File: src/rtl/vga_pkg.sv
// Shared types, default 640x480@60 timing and axis-segment helpers for the VGA raster timing generator.
package vga_pkg;

  localparam int COORD_W   = 10;
  localparam int MAX_TOTAL = 1 << COORD_W;

  localparam int H_VISIBLE_DEF = 640;
  localparam int H_FP_DEF      = 16;
  localparam int H_SYNC_DEF    = 96;
  localparam int H_BP_DEF      = 48;

  localparam int V_VISIBLE_DEF = 480;
  localparam int V_FP_DEF      = 10;
  localparam int V_SYNC_DEF    = 2;
  localparam int V_BP_DEF      = 33;

  localparam logic SYNC_ACTIVE_LOW  = 1'b0;
  localparam logic SYNC_ACTIVE_HIGH = 1'b1;

  typedef logic [COORD_W-1:0] vga_coord_t;

  typedef enum logic [1:0] {
    SEG_VISIBLE,
    SEG_FRONT,
    SEG_SYNC,
    SEG_BACK
  } vga_seg_e;

  function automatic int axis_total(input int visible, input int fp, input int sync, input int bp);
    return visible + fp + sync + bp;
  endfunction

  // Region of an axis that a coordinate falls into; the back porch runs up to total-1.
  function automatic vga_seg_e axis_segment(input vga_coord_t c, input int visible,
                                            input int fp, input int sync);
    int ci;
    ci = int'(c);
    if (ci < visible) begin
      return SEG_VISIBLE;
    end else if (ci < visible + fp) begin
      return SEG_FRONT;
    end else if (ci < visible + fp + sync) begin
      return SEG_SYNC;
    end
    return SEG_BACK;
  endfunction

endpackage

File: src/rtl/vga_axis_counter.sv
// One raster axis: wrapping position counter plus registered sync level and the
// next-state visible/wrap decodes the top uses to keep all outputs skew-free.
module vga_axis_counter
  import vga_pkg::*;
#(
  parameter int   VISIBLE = H_VISIBLE_DEF,
  parameter int   FP      = H_FP_DEF,
  parameter int   SYNC    = H_SYNC_DEF,
  parameter int   BP      = H_BP_DEF,
  parameter logic POL     = SYNC_ACTIVE_LOW
) (
  input  logic       clk,
  input  logic       srst,
  input  logic       en_i,
  output vga_coord_t count_o,
  output logic       wrap_o,
  output logic       sync_o,
  output logic       visible_next_o
);

  localparam int         TOTAL = axis_total(VISIBLE, FP, SYNC, BP);
  localparam vga_coord_t LAST  = vga_coord_t'(TOTAL - 1);

  vga_coord_t count_q;
  vga_coord_t count_d;
  logic       sync_q;
  logic       sync_d;
  logic       wrap;
  vga_seg_e   seg_d;

  always_comb begin
    wrap    = en_i && !srst && (count_q == LAST);
    count_d = count_q;
    if (srst) begin
      count_d = '0;
    end else if (en_i) begin
      count_d = wrap ? '0 : count_q + vga_coord_t'(1);
    end
    // Decoding the next count lets the sync register line up with the count register.
    seg_d  = axis_segment(count_d, VISIBLE, FP, SYNC);
    sync_d = (!srst && (seg_d == SEG_SYNC)) ? POL : ~POL;
  end

  always_ff @(posedge clk) begin
    if (srst) begin
      count_q <= '0;
      sync_q  <= ~POL;
    end else begin
      count_q <= count_d;
      sync_q  <= sync_d;
    end
  end

  assign count_o        = count_q;
  assign wrap_o         = wrap;
  assign sync_o         = sync_q;
  assign visible_next_o = (seg_d == SEG_VISIBLE);

endmodule

File: src/rtl/vga_timing_gen.sv
// VGA raster timing source: DrawX/DrawY, blank, hs/vs, line/frame start pulses, all aligned to the same pixel.
// Define VGA_FRAME_CNT_EN to add the 16-bit frame_count output.
module vga_timing_gen
  import vga_pkg::*;
#(
  parameter int   H_VISIBLE = H_VISIBLE_DEF,
  parameter int   H_FP      = H_FP_DEF,
  parameter int   H_SYNC    = H_SYNC_DEF,
  parameter int   H_BP      = H_BP_DEF,
  parameter int   V_VISIBLE = V_VISIBLE_DEF,
  parameter int   V_FP      = V_FP_DEF,
  parameter int   V_SYNC    = V_SYNC_DEF,
  parameter int   V_BP      = V_BP_DEF,
  parameter logic SYNC_POL  = SYNC_ACTIVE_LOW
) (
  input  logic        vga_clk,
  input  logic        reset,
  output vga_coord_t  DrawX,
  output vga_coord_t  DrawY,
  output logic        hs,
  output logic        vs,
  output logic        blank,
  output logic        line_start,
  output logic        frame_start
`ifdef VGA_FRAME_CNT_EN
  ,
  output logic [15:0] frame_count
`endif
);

  localparam int H_TOTAL = axis_total(H_VISIBLE, H_FP, H_SYNC, H_BP);
  localparam int V_TOTAL = axis_total(V_VISIBLE, V_FP, V_SYNC, V_BP);

  if ((H_TOTAL > MAX_TOTAL) || (V_TOTAL > MAX_TOTAL)) begin : g_bad_total
    $error("vga_timing_gen: H_TOTAL=%0d / V_TOTAL=%0d exceed %0d", H_TOTAL, V_TOTAL, MAX_TOTAL);
  end

  logic h_wrap;
  logic v_wrap;
  logic h_vis_next;
  logic v_vis_next;

  vga_axis_counter #(
    .VISIBLE (H_VISIBLE),
    .FP      (H_FP),
    .SYNC    (H_SYNC),
    .BP      (H_BP),
    .POL     (SYNC_POL)
  ) u_h (
    .clk            (vga_clk),
    .srst           (reset),
    .en_i           (1'b1),
    .count_o        (DrawX),
    .wrap_o         (h_wrap),
    .sync_o         (hs),
    .visible_next_o (h_vis_next)
  );

  // The vertical axis only moves on the edge where the line wraps, so vs changes only at DrawX==0.
  vga_axis_counter #(
    .VISIBLE (V_VISIBLE),
    .FP      (V_FP),
    .SYNC    (V_SYNC),
    .BP      (V_BP),
    .POL     (SYNC_POL)
  ) u_v (
    .clk            (vga_clk),
    .srst           (reset),
    .en_i           (h_wrap),
    .count_o        (DrawY),
    .wrap_o         (v_wrap),
    .sync_o         (vs),
    .visible_next_o (v_vis_next)
  );

  logic blank_q;
  logic blank_d;
  logic line_start_q;
  logic line_start_d;
  logic frame_start_q;
  logic frame_start_d;

  // Wrap flags are already masked by reset, so they double as next-state "coordinate is 0" decodes.
  always_comb begin
    blank_d       = h_vis_next && v_vis_next;
    line_start_d  = h_wrap;
    frame_start_d = v_wrap;
  end

  always_ff @(posedge vga_clk) begin
    if (reset) begin
      blank_q       <= 1'b0;
      line_start_q  <= 1'b0;
      frame_start_q <= 1'b0;
    end else begin
      blank_q       <= blank_d;
      line_start_q  <= line_start_d;
      frame_start_q <= frame_start_d;
    end
  end

  assign blank       = blank_q;
  assign line_start  = line_start_q;
  assign frame_start = frame_start_q;

`ifdef VGA_FRAME_CNT_EN
  logic [15:0] frame_cnt_q;
  logic [15:0] frame_cnt_d;

  always_comb begin
    frame_cnt_d = frame_cnt_q;
    if (v_wrap) begin
      frame_cnt_d = frame_cnt_q + 16'd1;
    end
  end

  always_ff @(posedge vga_clk) begin
    if (reset) begin
      frame_cnt_q <= '0;
    end else begin
      frame_cnt_q <= frame_cnt_d;
    end
  end

  assign frame_count = frame_cnt_q;
`endif

endmodule
File: config.mk
export PLATFORM = sky130hd
export DESIGN_NAME = vga_timing_gen
export DESIGN_NICKNAME = d
export VERILOG_FILES = /design/src/rtl/vga_pkg.sv /design/src/rtl/vga_axis_counter.sv /design/src/rtl/vga_timing_gen.sv
export SDC_FILE = /design/constraint.sdc
export NUM_CORES = 1
export LEC_CHECK = 0
export ABC_AREA = 0
export CAP_MARGIN = 20
export CORE_ASPECT_RATIO = 0.9
export CORE_MARGIN = 5
export CORE_UTILIZATION = 52
export CTS_CLUSTER_SIZE = 30
export DETAILED_ROUTE_END_ITERATION = 8
export GPL_ROUTABILITY_DRIVEN = 0
export MAX_ROUTING_LAYER = met4
export PLACE_DENSITY = 0.79
export SLEW_MARGIN = 5
export SYNTH_ARGS = -nofsm -noshare
export SYNTH_HDL_FRONTEND = slang
export SYNTH_HIERARCHICAL = 1
export SYNTH_SLANG_ARGS = --single-unit
File: constraint.sdc
create_clock -name vga_clk -period 3.45 [get_ports vga_clk]
set_clock_uncertainty 0.1 [all_clocks]
set_input_delay 0.69 -clock vga_clk [delete_from_list [all_inputs] [get_ports vga_clk]]
set_output_delay 0.69 -clock vga_clk [all_outputs]
set_load 0.01 [all_outputs]
==> results.md, run 1 <==
* Status: finished, final reports clean
* Critical path class: reg -> reg
* Synth unique cells at 50
* Number of synthesized flops with an enable pin at 0
* HPWL Detailed at 2480 um
* Top FF cell, synth: dfxtp_1
* DR DRC count at 0
* Fin util at approximately two thirds
* LEAKAGE at 0.599 nW
* Die height at 60.7 um
* Placed cells at 235
* Initial antenna violation count at 0
* Post-synth ARST share at 0%
* Period utilization at about 80%
* WHS at about 0.5 ns
* CTS Buffer Depth at 2
* Total Nets Final at 205
* Max Fclk at 0.363 GHz
* Setup TNS at 0 ns
* Via-to-Cell Ratio at 5.64
* Top-area cell type share of the netlist area at approximately a third
* Crit path time final at roughly 2.8 ns
* Setup bufs post-CTS at 0
* Pwr dens at approximately 250 mW/mm2
* Critical path buffers and inverters at 0
* Wire length per cell at ~14 um
* Synth top area cells: dfxtp_1 (34%), nor2_1 (5.8%), nand4_1 (4.2%)
* Diodes inserted at 0
* Crit path largest cell delay at 0.47 ns
* Critical Path End Type: register
* Crit-path max FO at 7
* RSZ-0062 raised after global routing: false
* Worst path top cell family by delay: simple AND/OR/NAND/NOR gates
* Crit path DAT at 2.89 ns
* Worst vdd ir at between 0.0002 and 0.00025 V
* All-Layer GR Usage at 19.1%
* Hold_buf cts at 0
* Initial Util at between 50% and 60%
* Hold Path Cell Cnt at 2
* Resized cells post-CTS at 0
* Synth Instances at 176
* Avg Cell Area, Syn at 8.45 um2
* Register area share after synthesis at between 30% and 40%
* DP Worst Slack at 0.732 ns
* DR vias at 1349
* Fillers at 275
* Synth Net Count at 181
* Area Growth Syn to Fin at 20.2%
* Post-synth top area cell: dfxtp_1
* Total global routing overflow at 0
* Maxcap violations at 0
* Register bit count reported by yosys at 25
* Root Driver: clkbuf_4
* First drt pass iteration count at 4
* Slowest-stage cell, CP: dfxtp_1
* Max-slew violations at 0
* First-pass GRT wire length at 5800 um
* IO Pins at 27
* Stages on the worst setup path at 9
* Ys Warns at 6
* Worst Setup Start Kind: register
* Hold crit path type: reg -> reg
* Port Buffers at 26
* DRT iter0 DRCs at 74
* Layout Cells excl Fill at between 200 and 250
* Htree depth at 1
* Clk sink count at 25
* Final worst slack at 0.692 ns
* # rows at 18
* Worst-path clk slew at 0.13 ns
* Final Hold Viols at 0
* TritonCTS clock tree: done
* Post-route ant nets at 0
* Worst Reg-to-Reg Cells at 9
* DIE WIDTH at 66.4 um
* Die area at 0.00403 mm2
* Syn Std Cell Area at around 0.0015 mm2
* Cell breakdown of the critical path: ha_1 > nand2_1 > or3_4 > nor2_1 > nand4_4 > o41a_1 > o211ai_1 > nand3_1 > and3b_1
* Largest net degree at the start of global routing at 16
* Final wirelength at 3330 um
* Vias in the first global route at 1221
* Worst skew pair latency at between 0.3 and 0.4 ns
* Share of cells above drive strength 1 at 8.54%
* Cts bufs inserted at 3
* Setup violations, final at 0
* Worst Path Required at 3.58 ns
* Core box area at 0.00275 mm2
metal layers:
metal / routed length (um) / global-route usage [%]
met1: 1690 / 25.8
met2: 1510 / 29.0
met3: 111 / 4.63
met4: 19 / 4.06
met5: 0 / -
synth_stat cells, types with 2 or more instances:
master	count
xnor2_1	6
inv_1	4
a21oi_1	9
nor2b_1	4
ha_1	3
and2_1	2
nor3_1	5
o21ai_0	6
and3_1	3
buf_2	5
a31oi_1	2
nor2_1	23
nand3_1	8
nand4_1	10
clkbuf_1	2
o211ai_1	5
and4_1	2
nand2_1	10
o21a_1	4
nand3b_1	3
dfxtp_1	25
xor2_1	7
cells in the final DEF (no fill, tap or decap), types with 5 or more instances in the layout:
cell type / n
xnor2_1: 6
dfxtp_1: 25
nand3_1: 8
nand2_1: 10
o21ai_0: 6
nand4_1: 10
clkdlybuf4s50_1: 26
nor3_1: 5
o211ai_1: 5
a21oi_1: 9
nor2_1: 23
xor2_1: 7
power breakdown:
part / total [W] / internal [W] / switching (W)
logic: 0.0000263 / 0.0000124 / 0.0000139
registers: 0.000297 / 0.000292 / 0.00000469
clock network: 0.000131 / 0.0000452 / 0.0000854
total: 0.000453 / 0.000349 / 0.000104
flip-flops by register name (all words and copies together), names as in the netlist:
name         flops
u_h/count_o     10
u_h/sync_o       1
u_v/sync_o       1
frame_start      1
line_start       1
u_v/count_o     10
blank            1
worst paths after layout:
kind | start | endpoint | slack, ns
setup / recovery | u_h/count_o[0] | blank | 0.69
hold / removal | u_v/count_o[0] | u_v/count_o[0] | 0.50
setup reg to reg | u_h/count_o[0] | blank | 0.69
hold reg to reg | u_v/count_o[0] | u_v/count_o[0] | 0.50
through the flow:
step / total power [W] / area, um2
after floorplan: 0.000317 / 1490
after global placement: 0.000328 / 1760
after detailed placement: 0.000329 / 1760
after CTS: 0.000461 / 1790
after global routing: 0.000481 / 1790
final: 0.000453 / 1790
tightest hold or removal path, delay by kind of cell, from the launching register on:
kind	cells	cell delay, ns
simple gates	1	0.11
flops	1	0.40
compound gates	1	0.06
layout make-up:
cell class              instances  area, um2  share of cell area [%]
inverters                       4       15.0                   0.840
flip-flops and latches         25        500                    28.0
well taps                      40       50.0                    2.80
clock buffers                   4       26.3                    1.47
repair buffers                 28        275                    15.4
multi-input cells             138        921                    51.5
cell families after synthesis:
family                   count (synthesis)  synth area share [%]
AND/OR/NAND/NOR                         85                  34.7
other                                    1                 0.252
AO/OA/AOI/OAI                           34                  15.4
XOR/XNOR                                13                  7.65
buffers and inverters                   13                  4.46
multiplexers                             2                  1.43
adder cells (fa/ha/maj)                  3                  2.52
flip-flops                              25                  33.6
Note: power is estimated with default switching activity, not from simulation.
==> inputs of run 2 (changes only) <==
- clock period: 3.45 -> 2.77 ns (I/O delays scaled with it)
==> results.md, run 2 (synthesis gave the netlist of run 1 again) <==
* Status: finished, final reports clean
* R2R Path Start: u_h/count_o[4]
* Initial antenna violation count at 0 (unchanged)
* LEAKAGE at 0.631 nW (+5.3%)
* Crit path DAT at 2.69 ns (-0.20 ns)
* Die area at 0.00403 mm2 (unchanged)
* Post-route ant nets at 0 (unchanged)
* Share of cells above drive strength 1 at 11.7% (+3.2 points)
* Worst-path clk slew at 0.14 ns (about the same)
* Setup violations, final at 0 (unchanged)
* Critical path endpoint: blank
* All-Layer GR Usage at 19.3% (+0.23 points)
* Via-to-Cell Ratio at 5.87 (+4.1%)
* Hold crit path type: reg -> reg
* Reg2reg end: blank
* Final Hold Viols at 0 (unchanged)
* Tot Pwr at 0.000579 W (+28%)
* Crit-path max FO at 6 (-1)
* Max-slew violations at 0 (unchanged)
* Wire length per cell at 14.4 um (+3.2%)
* # rows at 18 (unchanged)
* Largest net degree at the start of global routing at 16 (unchanged)
* Maxcap violations at 0 (unchanged)
* Setup TNS at 0 ns (unchanged)
* Die height at 60.7 um (unchanged)
* Worst vdd ir at 0.000236 V (+2.4%)
* Total Nets Final at 211 (+2.9%)
* Diodes inserted at 0 (unchanged)
* Pwr dens at 315 mW/mm2 (+24%)
* TritonCTS clock tree: done
* Period utilization at 92.3% (+12 points)
* DIE WIDTH at 66.4 um (unchanged)
* Port Buffers at 26 (unchanged)
* Worst skew pair latency at 0.32 ns (about the same)
* Resized cells post-CTS at 0 (unchanged)
* Commonest non-fill, non-tap cell in the layout: clkdlybuf4s50_1
* Max Fclk at 0.391 GHz (+7.9%)
* DP Worst Slack at 0.161 ns (-0.571 ns)
* RSZ-0062 raised after global routing: false
* DR vias at 1439 (+6.7%)
* Setup slack, reg-to-reg at 0.21 ns (-0.48 ns)
* Commonest cells after routing, fill and taps aside: clkdlybuf4s50_1 (26), dfxtp_1 (25), nor2_1 (22)
* Worst Setup Start Kind: register
* Htree depth at 1 (unchanged)
* M2 GR Usage at 29.8% (+0.85 points)
* Final worst slack at 0.213 ns (-0.479 ns)
* First-pass GRT wire length at 5970 um (+2.9%)
* CTS Buffer Depth at 2 (unchanged)
* DRT iter0 DRCs at 123 (+66%)
* Hold Path Cell Cnt at 2 (unchanged)
* Fin util at 66.8% (+1.7 points)
* DR DRC count at 0 (unchanged)
* Final wirelength at 3530 um (+5.8%)
* Area Growth Syn to Fin at 23.4%
* Core box area at 0.00275 mm2 (unchanged)
* Met1 Usage GRT at 25.6% (-0.28 points)
* Total global routing overflow at 0 (unchanged)
* First drt pass iteration count at 4 (unchanged)
* Hold_buf cts at 0 (unchanged)
* Critical path class: reg -> reg
* Worst Reg-to-Reg Cells at 9 (unchanged)
* Crit path time final at 2.56 ns (-0.201 ns)
* Vias in the first global route at 1317 (+7.9%)
* Clk sink count at 25 (unchanged)
* Critical Path End Type: register
* Root Driver: clkbuf_4
* Met3 layer usage reported by global route at 2.96% (-1.7 points)
* GR peak layer: met2
* Crit path from: u_h/count_o[4]
* HPWL Detailed at 2590 um (+4.5%)
* Min-delay src: u_v/count_o[0]
* Worst Path Required at 2.90 ns (-0.68 ns)
* Setup bufs post-CTS at 0 (unchanged)
* Cts bufs inserted at 3 (unchanged)
* WHS at 0.510 ns (+0.0115 ns)
* Initial Util at 54.1% (unchanged)
* IO Pins at 27 (unchanged)
run 2: cell types whose count changed in the layout (fill, tap and decap cells not counted):
cell	delta
nor2_1	-1
buf_4	+6
nor2_2	+1
run 2: routing by layer:
metal	share of wire [%]	up-vias
li1	-	700
met1	47	668
met2	46	62
met3	5.6	9
met4	1.1	0
met5	0	-
run 2: worst min-delay path by stage:
stage                     endpoint  slack, ns
finish              u_v/count_o[0]       0.51
global route        u_v/count_o[0]       0.53
CTS                 u_v/count_o[0]       0.50
detailed placement  u_v/count_o[0]       0.48
global placement    u_v/count_o[0]       0.46
floorplan           u_v/count_o[0]       0.46
run 2: where the power goes:
group	internal (W)	switching [W]
logic	0.0000199	0.0000236
registers	0.000364	0.00000177
clock network	0.0000563	0.000114
total	0.000440	0.000139
run 2: metrics by stage:
stage / instance area [um2] / std cells
final: 1840 / 245
after global routing: 1840 / 245
after CTS: 1830 / 245
after detailed placement: 1810 / 241
after global placement: 1810 / 241
after floorplan: 1490 / 176
run 2: worst max-delay path, cell delays in order, from the launching register on:
cell     delay, ns
dfxtp_1       0.45
and4_1        0.26
nand2_1       0.08
or3_4         0.39
nor2_2        0.21
nand4_1       0.25
o21a_1        0.27
o21ai_0       0.18
nand3_1       0.09
and3b_1       0.18
run 2: final cells by class:
| type | instances | area [um2] |
|---|---|---|
| multi-input combinational | 138 | 923 |
| fill | 232 | 912 |
| sequential | 25 | 500 |
| timing repair buffer | 34 | 320 |
| tap | 40 | 50.0 |
| clock buffer | 4 | 26.3 |
| inverter | 4 | 15.0 |
